[config.mk]
export PLATFORM = sky130hd
export DESIGN_NAME = modn_counter
export DESIGN_NICKNAME = d
export VERILOG_FILES = /design/src/rtl/modn_counter_pkg.sv /design/src/rtl/modn_counter_next.sv /design/src/rtl/modn_counter.sv
export SDC_FILE = /design/constraint.sdc
export NUM_CORES = 1
export LEC_CHECK = 0
export BUFFER_PORTS_ARGS = -buffer_cell sky130_fd_sc_hd__clkbuf_2
export CAP_MARGIN = 0
export CORE_MARGIN = 2
export CORE_UTILIZATION = 24
export CTS_BUF_LIST = sky130_fd_sc_hd__clkbuf_8
export DETAILED_ROUTE_END_ITERATION = 6
export GPL_ROUTABILITY_DRIVEN = 0
export PLACE_DENSITY = 0.44
export SLEW_MARGIN = 10
export SYNTH_ARGS = -nofsm -noshare
export SYNTH_HDL_FRONTEND = slang
export SYNTH_HIERARCHICAL = 1
export SYNTH_SLANG_ARGS = --single-unit
export TNS_END_PERCENT = 50
[constraint.sdc]
create_clock -name clk -period 1.6 [get_ports clk]
set_input_delay 0.16 -clock clk [delete_from_list [all_inputs] [get_ports clk]]
set_output_delay 0.16 -clock clk [all_outputs]
set_load 0.005 [all_outputs]
[src/rtl/modn_counter_pkg.sv]
`default_nettype none
// ============================================================================
// Module   : modn_counter_pkg
// Brief    : Shared constants, width helper and direction type for modn_counter.
//            Optional up/down counting is enabled by MODN_COUNTER_UPDOWN_EN.
// Revision : 1.0 - initial release
// ============================================================================
package modn_counter_pkg;

    localparam int MODN_MAX = 65536;

    typedef enum logic {
        DIR_DOWN = 1'b0,
        DIR_UP   = 1'b1
    } modn_dir_e;

    function automatic int modn_width(input int m);
        return $clog2(m);
    endfunction

endpackage
`default_nettype wire

[src/rtl/modn_counter_next.sv]
`default_nettype none
// ============================================================================
// Module   : modn_counter_next
// Brief    : Combinational next-count, wrap and terminal flags for modn_counter.
//            Down-count path exists only with MODN_COUNTER_UPDOWN_EN.
// Revision : 1.0 - initial release
// ============================================================================
module modn_counter_next
    import modn_counter_pkg::*;
#(
    parameter  int MODULUS = 6,
    localparam int W       = modn_width(MODULUS)
) (
    input  logic [W-1:0] q,
`ifdef MODN_COUNTER_UPDOWN_EN
    input  modn_dir_e    dir,
`endif
    output logic [W-1:0] q_next,
    output logic         wrap_flag,
    output logic         term_flag
);

    localparam logic [W:0] c_mod = (W+1)'(MODULUS);

    logic [W:0] w_q_ext;
    logic [W:0] w_inc;
    logic       w_term_up;

    // W+1-bit arithmetic: incrementing MODULUS-1 lands exactly on MODULUS,
    // so power-of-two moduli need no special handling.
    assign w_q_ext   = {1'b0, q};
    assign w_inc     = w_q_ext + (W+1)'(1);
    assign w_term_up = (w_inc == c_mod);

`ifdef MODN_COUNTER_UPDOWN_EN
    localparam logic [W-1:0] c_last = W'(MODULUS - 1);

    logic [W:0] w_dec;

    // The borrow bit of the decrement flags q == 0.
    assign w_dec = w_q_ext - (W+1)'(1);

    always_comb begin
        q_next    = '0;
        term_flag = 1'b0;
        if (dir == DIR_UP) begin
            term_flag = w_term_up;
            q_next    = w_term_up ? '0 : w_inc[W-1:0];
        end else begin
            term_flag = w_dec[W];
            q_next    = w_dec[W] ? c_last : w_dec[W-1:0];
        end
        wrap_flag = term_flag;
    end
`else
    assign term_flag = w_term_up;
    assign wrap_flag = w_term_up;
    assign q_next    = w_term_up ? '0 : w_inc[W-1:0];
`endif

endmodule
`default_nettype wire

[src/rtl/modn_counter.sv]
`default_nettype none
// ============================================================================
// Module   : modn_counter
// Brief    : Parametrised synchronous modulo-N counter with enable, clear, load,
//            cascade tc, one-shot mode; up/down with MODN_COUNTER_UPDOWN_EN.
// Revision : 1.0 - initial release
// ============================================================================
module modn_counter
    import modn_counter_pkg::*;
#(
    parameter  int MODULUS = 6,
    parameter  int ONESHOT = 0,
    localparam int W       = modn_width(MODULUS)
) (
    input  logic         clk,
    input  logic         reset,
    input  logic         en,
    input  logic         clr,
    input  logic         load,
    input  logic [W-1:0] din,
`ifdef MODN_COUNTER_UPDOWN_EN
    input  logic         up_dn,
`endif
    output logic [W-1:0] q,
    output logic         tc,
    output logic         wrap,
    output logic         done,
    output logic         err
);

    localparam bit         c_oneshot = (ONESHOT != 0);
    localparam logic [W:0] c_mod     = (W+1)'(MODULUS);

    generate
        if (MODULUS < 2 || MODULUS > MODN_MAX) begin : g_bad_modulus
            $fatal(1, "modn_counter: MODULUS %0d outside 2..%0d", MODULUS, MODN_MAX);
        end
    endgenerate

    logic [W-1:0] r_q;
    logic         r_wrap;
    logic         r_done;
    logic         r_err;

    logic [W-1:0] w_q_next;
    logic         w_wrap;
    logic         w_term;
    logic         w_din_ok;

`ifdef MODN_COUNTER_UPDOWN_EN
    modn_dir_e w_dir;
    assign w_dir = up_dn ? DIR_UP : DIR_DOWN;
`endif

    modn_counter_next #(
        .MODULUS (MODULUS)
    ) u_next (
        .q         (r_q),
`ifdef MODN_COUNTER_UPDOWN_EN
        .dir       (w_dir),
`endif
        .q_next    (w_q_next),
        .wrap_flag (w_wrap),
        .term_flag (w_term)
    );

    assign w_din_ok = ({1'b0, din} < c_mod);

    always_ff @(posedge clk or posedge reset) begin
        if (reset) begin
            r_q    <= '0;
            r_wrap <= 1'b0;
            r_done <= 1'b0;
            r_err  <= 1'b0;
        end else begin
            r_wrap <= 1'b0;
            r_err  <= 1'b0;
            if (clr) begin
                r_q    <= '0;
                r_done <= 1'b0;
            end else if (load) begin
                r_done <= 1'b0;
                if (w_din_ok) begin
                    r_q <= din;
                end else begin
                    r_q   <= '0;
                    r_err <= 1'b1;
                end
            end else if (en && !r_done) begin
                // One-shot: the would-be wrap edge latches done and freezes q.
                if (c_oneshot && w_term) begin
                    r_done <= 1'b1;
                end else begin
                    r_q    <= w_q_next;
                    r_wrap <= w_wrap;
                end
            end
        end
    end

    assign q    = r_q;
    assign wrap = r_wrap;
    assign err  = r_err;
    assign done = c_oneshot ? r_done : 1'b0;
    assign tc   = en && w_term && !(c_oneshot && r_done);

endmodule
`default_nettype wire

==> results of run 1 <==
[critical path, stage by stage (launching register included)]
cell      delay (ns)
dfrtp_1         0.40
ha_2            0.20
nand2b_4        0.14
o21ai_2         0.13
and2_4          0.16
and2_4          0.12
clkbuf_2        0.10
[power groups by stage]
| stage | registers, mW | logic [mW] | clock network, mW |
|---|---|---|---|
| after floorplan | 0.142 | 0.0432 | 0 |
| after global placement | 0.143 | 0.0718 | 0 |
| after detailed placement | 0.143 | 0.0717 | 0 |
| after CTS | 0.140 | 0.0851 | 0.228 |
| after global routing | 0.141 | 0.0973 | 0.236 |
| final | 0.140 | 0.0874 | 0.225 |
[stage by stage]
step | hold slack, ns | TNS [ns] | cell area (µm²)
3_3_place_gp | 0.0464 | 0 | 449
4_1_cts | 0.161 | -0.0553 | 556
2_1_floorplan | -0.0615 | 0 | 372
3_5_place_dp | 0.0439 | 0 | 449
5_1_grt | 0.195 | -0.134 | 568
6_report | 0.174 | -0.0171 | 568
[final cells by class]
cell class	count	area, µm²	area share
well taps	16	20.0	0.0352
clock buffers	3	41.3	0.0727
inverters	2	7.51	0.0132
flip-flops and latches	5	125	0.220
clock inverters	1	3.75	0.00661
multi-input cells	30	235	0.414
repair buffers	22	135	0.238
[kinds of logic (layout without fill, tap and decap cells)]
family                     after synthesis  count (layout)  share of synthesized area
adders and majority gates                2               2                     0.0673
DFF                                      5               5                      0.337
other                                    1               1                     0.0101
muxes                                    1               1                     0.0269
and+or+nand+nor                         17              17                      0.327
buffers and inverters                    4              28                     0.0606
AOI/OAI and AO/OA                        9               9                      0.172
[state kept, by name, summed over array words and instances, names as in the netlist]
register  flops
q             3
err           1
wrap          1
[synth_stat cells]
master / count
and2_2: 1
o22ai_1: 1
a21oi_1: 2
nand2_1: 3
ha_1: 2
buf_4: 2
a21oi_2: 1
and2b_2: 2
and2_1: 1
conb_1: 1
nand2b_1: 2
mux2i_1: 1
inv_1: 2
o21ai_2: 1
and2_4: 1
nor3_1: 1
a211oi_1: 4
nor3b_1: 1
nand2b_4: 2
dfrtp_1: 5
nor2b_1: 1
or2_1: 1
nand3_1: 1
[routing by layer]
| metal | vias up | wire length (µm) |
|---|---|---|
| li1 | 178 | - |
| met5 | - | 0 |
| met4 | 0 | 0 |
| met2 | 11 | 385 |
| met3 | 0 | 38 |
| met1 | 154 | 381 |
[what timing repair did]
| item | CTS | global route |
|---|---|---|
| resized for setup | 3 | 1 |
| setup buffers | 6 | 1 |
| hold buffers | 1 | 0 |
| pin swaps | 3 | 1 |
| setup endpoints to repair | 1 | 4 |
| hold endpoints to repair | 5 | 0 |
[worst min path at each step]
stage,start,to,slack [ns],cells after the start
floorplan,reset,err$_DFF_PP0_,-0.06,1
global placement,reset,wrap$_DFF_PP0_,0.05,2
detailed placement,reset,err$_DFF_PP0_,0.04,2
CTS,clr,q[0]$_DFFE_PP0P_,0.16,2
global route,clr,q[0]$_DFFE_PP0P_,0.20,2
finish,clr,q[0]$_DFFE_PP0P_,0.17,2
[cell usage in the layout, fill, tap and decap left out, types with 2 or more instances in the layout]
cell type,n
clkbuf_8,3
nand2_1,3
and2_4,3
and2b_2,2
a211oi_1,4
nand2b_1,2
dfrtp_1,5
buf_4,8
inv_1,3
clkbuf_2,13
nand2b_4,2
a21oi_1,2
==> flow_metrics.py, run 1 <==
metrics = {
    "run_status": {
        "outcome": "finished with violations",
        "failed_checks": "negative setup slack",
    },
    "global_routing": {
        "met2_usage": 0.143,
        "grt_max_degree": 9,
        "antenna_found_initial": 0,
        "grt-ovfl-total": 0,
        "top_usage_layer": "met2",
        "grtUsageMet3": 0.0125,
        "grt.total_usage": 0.0950,
        "grt_pass1_vias": 311,
        "grt_use_met1": 0.131,
        "grt_pass1_wl_um": 1320,
    },
    "final_layout": {
        "fill_cells": 168,
        "fin_nets": 74,
        "drive_above_1_share": 0.556,
        "final_core_util": 0.386,
        "finalNonFillerCells": 79,
        "diodes": 0,
        "syn_to_final_growth_pct": 52.9,
    },
    "floorplan": {
        "die_x_um": 43.4,
        "coreArea_um2": 1470,
        "fp.dieH_um": 43.4,
        "rows": 14,
        "ios": 15,
        "start_util": 0.253,
        "die_area_um2": 1880,
    },
    "power_and_ir_drop": {
        "power_switching_share": 0.235,
        "leakagePower_nw": 0.297,
        "p_sw_mw": 0.106,
        "p_int_mw": 0.346,
        "powerDensity_nw_per_um2": 796,
        "peakVddDrop_v": 0.000278,
        "total_power_mw": 0.452,
        "pwr-share-seq": 0.310,
        "p_comb_frac": 0.193,
        "p_clk_frac": 0.497,
    },
    "setup_path": {
        "ff2ff_setup_slack_ns": 0.01,
        "startpoint_type": "flop",
        "cp.required_ns": 1.44,
        "end_kind": "primary output",
        "critPathMaxFanout": 3,
        "cp-startpoint": "q[1]$_DFFE_PP0P_",
        "critPathKind": "flop to primary output",
        "rr_worst_depth": 10,
        "worstPathArrival_ns": 1.46,
        "reg2reg_from": "q[1]$_DFFE_PP0P_",
        "crit_path_end": "tc",
        "r2r-end": "wrap$_DFF_PP0_",
    },
    "route": {
        "wl_per_cell_um": 10.2,
        "routed_wl_um": 805,
        "dr.pass1.iters": 3,
        "dr_total_vias": 343,
        "ant_nets": 0,
        "vias_per_cell": 4.34,
        "initialDrtViolationCount": 6,
        "drc_errors": 0,
    },
    "synthesis": {
        "yosysSeqAreaShare": 0.337,
        "synth_seq_cells": 5,
        "yosysTopAreaCell": "dfrtp_1",
        "synthCells": 39,
        "synth_area_um2": 372,
        "postSynthAreaPerCell_um2": 9.53,
        "synth_cell_types": 23,
        "ys_warn_count": 6,
        "syn_nets": 49,
        "synth.area.top_cells": "dfrtp_1, a211oi_1, nand2b_4",
        "synth_top_area_frac": 0.337,
    },
    "sta": {
        "rsz0062_at_grt": "true",
        "setup_ws_ns": -0.0171,
        "slew_viol_final": 0,
        "skew_ns": 0.000370,
        "hold_viol": 0,
        "period_needed_ns": 1.62,
        "setup_viol_count_final": 1,
        "period_share": 1.01,
        "fmax_ghz": 0.618,
    },
    "clock_tree": {
        "clockBufferDepth": 2,
        "clock_latency_ns": 0.22,
        "cts.sinks": 5,
        "htreeDepth": 1,
        "cts_made_buffers": 3,
        "cts_root_buffer": "clkbuf_8",
        "cts_tree": "built",
        "path_clk_slew_ns": 0.04,
    },
    "placement": {
        "hpwlAfterDp_um": 572,
        "place_ws_ns": 0.0809,
        "io_buffer_count": 13,
        "placed_cells": 67,
    },
    "flow_run": {
        "drv_cap": 0,
    },
    "min_path": {
        "worst_hold_path_type": "input port to flop",
    },
}
No activity file was read; power rests on OpenSTA's default activity.
==> inputs of run 2 (changes only) <==
ABC_AREA = 1   (was not set)
==> flow_metrics.py, run 2 <==
metrics = {
    "synthesis": {
        "synth_seq_cells": 5,
        "synth.area.top_cells": "dfrtp_1, nand2_1, inv_1",
        "postSynthAreaPerCell_um2": 6.77,
        "yosysMostFrequentCell": "nand2_1",
        "synth_cell_types": 15,
        "synth_top_area_frac": 0.330,
        "yosysTopAreaCell": "dfrtp_1",
        "synth_area_um2": 379,
        "yosysSeqAreaShare": 0.330,
        "ys_warn_count": 6,
        "synth_edf_count": 0,
        "synthCells": 56,
        "synth_commonest_cells": "nand2_1, inv_1, dfrtp_1",
        "ys.flop_type": "dfrtp_1",
        "syn_nets": 66,
        "async_flop_share": 1.00,
    },
    "sta": {
        "hold_viol": 0,
        "rsz0062_at_grt": "false",
        "whs_ns": 0.200,
        "period_needed_ns": 1.51,
        "skew_ns": 0.00329,
        "period_share": 0.944,
        "slew_viol_final": 0,
        "setup_viol_count_final": 0,
        "fmax_ghz": 0.662,
        "setup_tns_ns": 0,
    },
    "clock_tree": {
        "cts_made_buffers": 3,
        "clock_latency_ns": 0.22,
        "cts_root_buffer": "clkbuf_8",
        "cts_tree": "built",
        "htreeDepth": 1,
        "cts.sinks": 5,
        "clockBufferDepth": 2,
        "path_clk_slew_ns": 0.04,
    },
    "floorplan": {
        "ios": 15,
        "coreArea_um2": 1490,
        "die_x_um": 43.7,
        "rows": 14,
        "fp.dieH_um": 43.7,
        "start_util": 0.255,
        "die_area_um2": 1910,
    },
    "final_layout": {
        "largest_register_ffs": 3,
        "mostFrequentLayoutCells": "nand2_1, clkbuf_2, inv_1, dfrtp_1, clkbuf_8",
        "syn_to_final_growth_pct": 39.3,
        "final_common_cell": "nand2_1",
        "diodes": 0,
        "fill_cells": 157,
        "drive_above_1_share": 0.365,
        "fin_nets": 85,
    },
    "power_and_ir_drop": {
        "total_power_mw": 0.431,
        "leakagePower_nw": 0.304,
        "peakVddDrop_v": 0.000572,
        "powerDensity_nw_per_um2": 817,
    },
    "route": {
        "initialDrtViolationCount": 10,
        "ant_nets": 0,
        "dr.pass1.iters": 4,
        "routed_wl_um": 739,
        "drc_errors": 0,
        "vias_per_cell": 4.06,
        "dr_total_vias": 365,
        "wl_per_cell_um": 8.21,
    },
    "placement": {
        "io_buffer_count": 13,
        "hpwlAfterDp_um": 610,
    },
    "setup_path": {
        "critPathMaxFanout": 4,
        "worstPathArrival_ns": 1.35,
        "end_kind": "primary output",
        "critPathKind": "flop to primary output",
        "cp.required_ns": 1.44,
        "startpoint_type": "flop",
    },
    "global_routing": {
        "met2_usage": 0.141,
        "grt_max_degree": 7,
        "grt_use_met1": 0.103,
        "grt_pass1_wl_um": 1230,
        "top_usage_layer": "met2",
        "grt.total_usage": 0.0932,
        "antenna_found_initial": 0,
        "grt-ovfl-total": 0,
        "grtUsageMet3": 0.0500,
        "grt_pass1_vias": 313,
    },
    "flow_run": {
        "drv_cap": 0,
    },
    "min_path": {
        "worst_hold_path_type": "input port to flop",
    },
    "run_status": {
        "outcome": "completed",
    },
}
==> run 2: power by group <==
part / leakage [nW] / internal [mW] / switching [mW]
Clock: 0.0269 / 0.164 / 0.0581
Sequential: 0.0666 / 0.133 / 0.00618
Combinational: 0.210 / 0.0308 / 0.0388
==> run 2: per-layer routing <==
metal / routed length, µm / up-vias / share of wire
li1: - / 197 / -
met1: 341 / 156 / 0.46
met2: 329 / 10 / 0.45
met3: 54 / 2 / 0.073
met4: 13 / 0 / 0.018
met5: 0 / - / 0
==> run 2: cell families (layout without fill, tap and decap cells) <==
group,Yosys count,count (layout),synth area share
AO/OA/AOI/OAI,3,3,0.0693
adder cells (fa/ha/maj),2,2,0.0660
buffers and inverters,12,30,0.139
flip-flops,5,5,0.330
other,1,1,0.00989
AND/OR/NAND/NOR,33,33,0.386
==> run 2: area by class of cell <==
cell class                      count  area [µm²]  area share
Sequential cell                     5         126       0.239
Timing Repair Buffer               16        90.1       0.171
Inverter                           10        37.5      0.0711
Tap cell                           16        20.0      0.0379
Multi-Input combinational cell     39         209       0.396
Clock inverter                      1        3.75     0.00711
Clock buffer                        3        41.3      0.0782
==> run 2: metrics by stage <==
step / setup WS [ns] / cells / util / instance area [µm²]
final: 0.0895 / 90 / 0.355 / 528
after global routing: 0.00256 / 90 / 0.355 / 528
after CTS: 0.0152 / 88 / 0.343 / 510
after detailed placement: 0.187 / 83 / 0.302 / 449
after global placement: 0.197 / 83 / 0.302 / 449
after floorplan: 0.315 / 56 / - / 379
==> run 2: worst paths after layout <==
kind | start | endpoint | slack, ns | cells after the start
worst max register to register | q[0]$_DFFE_PP0P_ | q[2]$_DFFE_PP0P_ | 0.14 | 10
worst min-delay path | en | wrap$_DFF_PP0_ | 0.20 | 3
max in group asynchronous | reset | q[0]$_DFFE_PP0P_ | 1.07 | 3
worst max-delay path | q[0]$_DFFE_PP0P_ | tc | 0.09 | 7
worst min register to register | q[0]$_DFFE_PP0P_ | q[0]$_DFFE_PP0P_ | 0.53 | 2
min in group asynchronous | reset | wrap$_DFF_PP0_ | 0.36 | 3
==> run 2: critical path: stages, from the launching register on <==
cell	delay, ns
dfrtp_2	0.42
ha_1	0.22
nand2_2	0.07
nand3_2	0.11
nor2_4	0.12
nand2_1	0.05
inv_1	0.05
clkbuf_2	0.10
==> run 2: timing repair <==
| item | CTS | global route |
|---|---|---|
| hold buffers | 1 | 0 |
| pin swaps | 0 | 1 |
| buffers inserted | 0 | 2 |
| cloned | 0 | 0 |
| hold endpoints to repair | 5 | 0 |
| setup endpoints to repair | 1 | 1 |
| gates resized for setup | 2 | 1 |
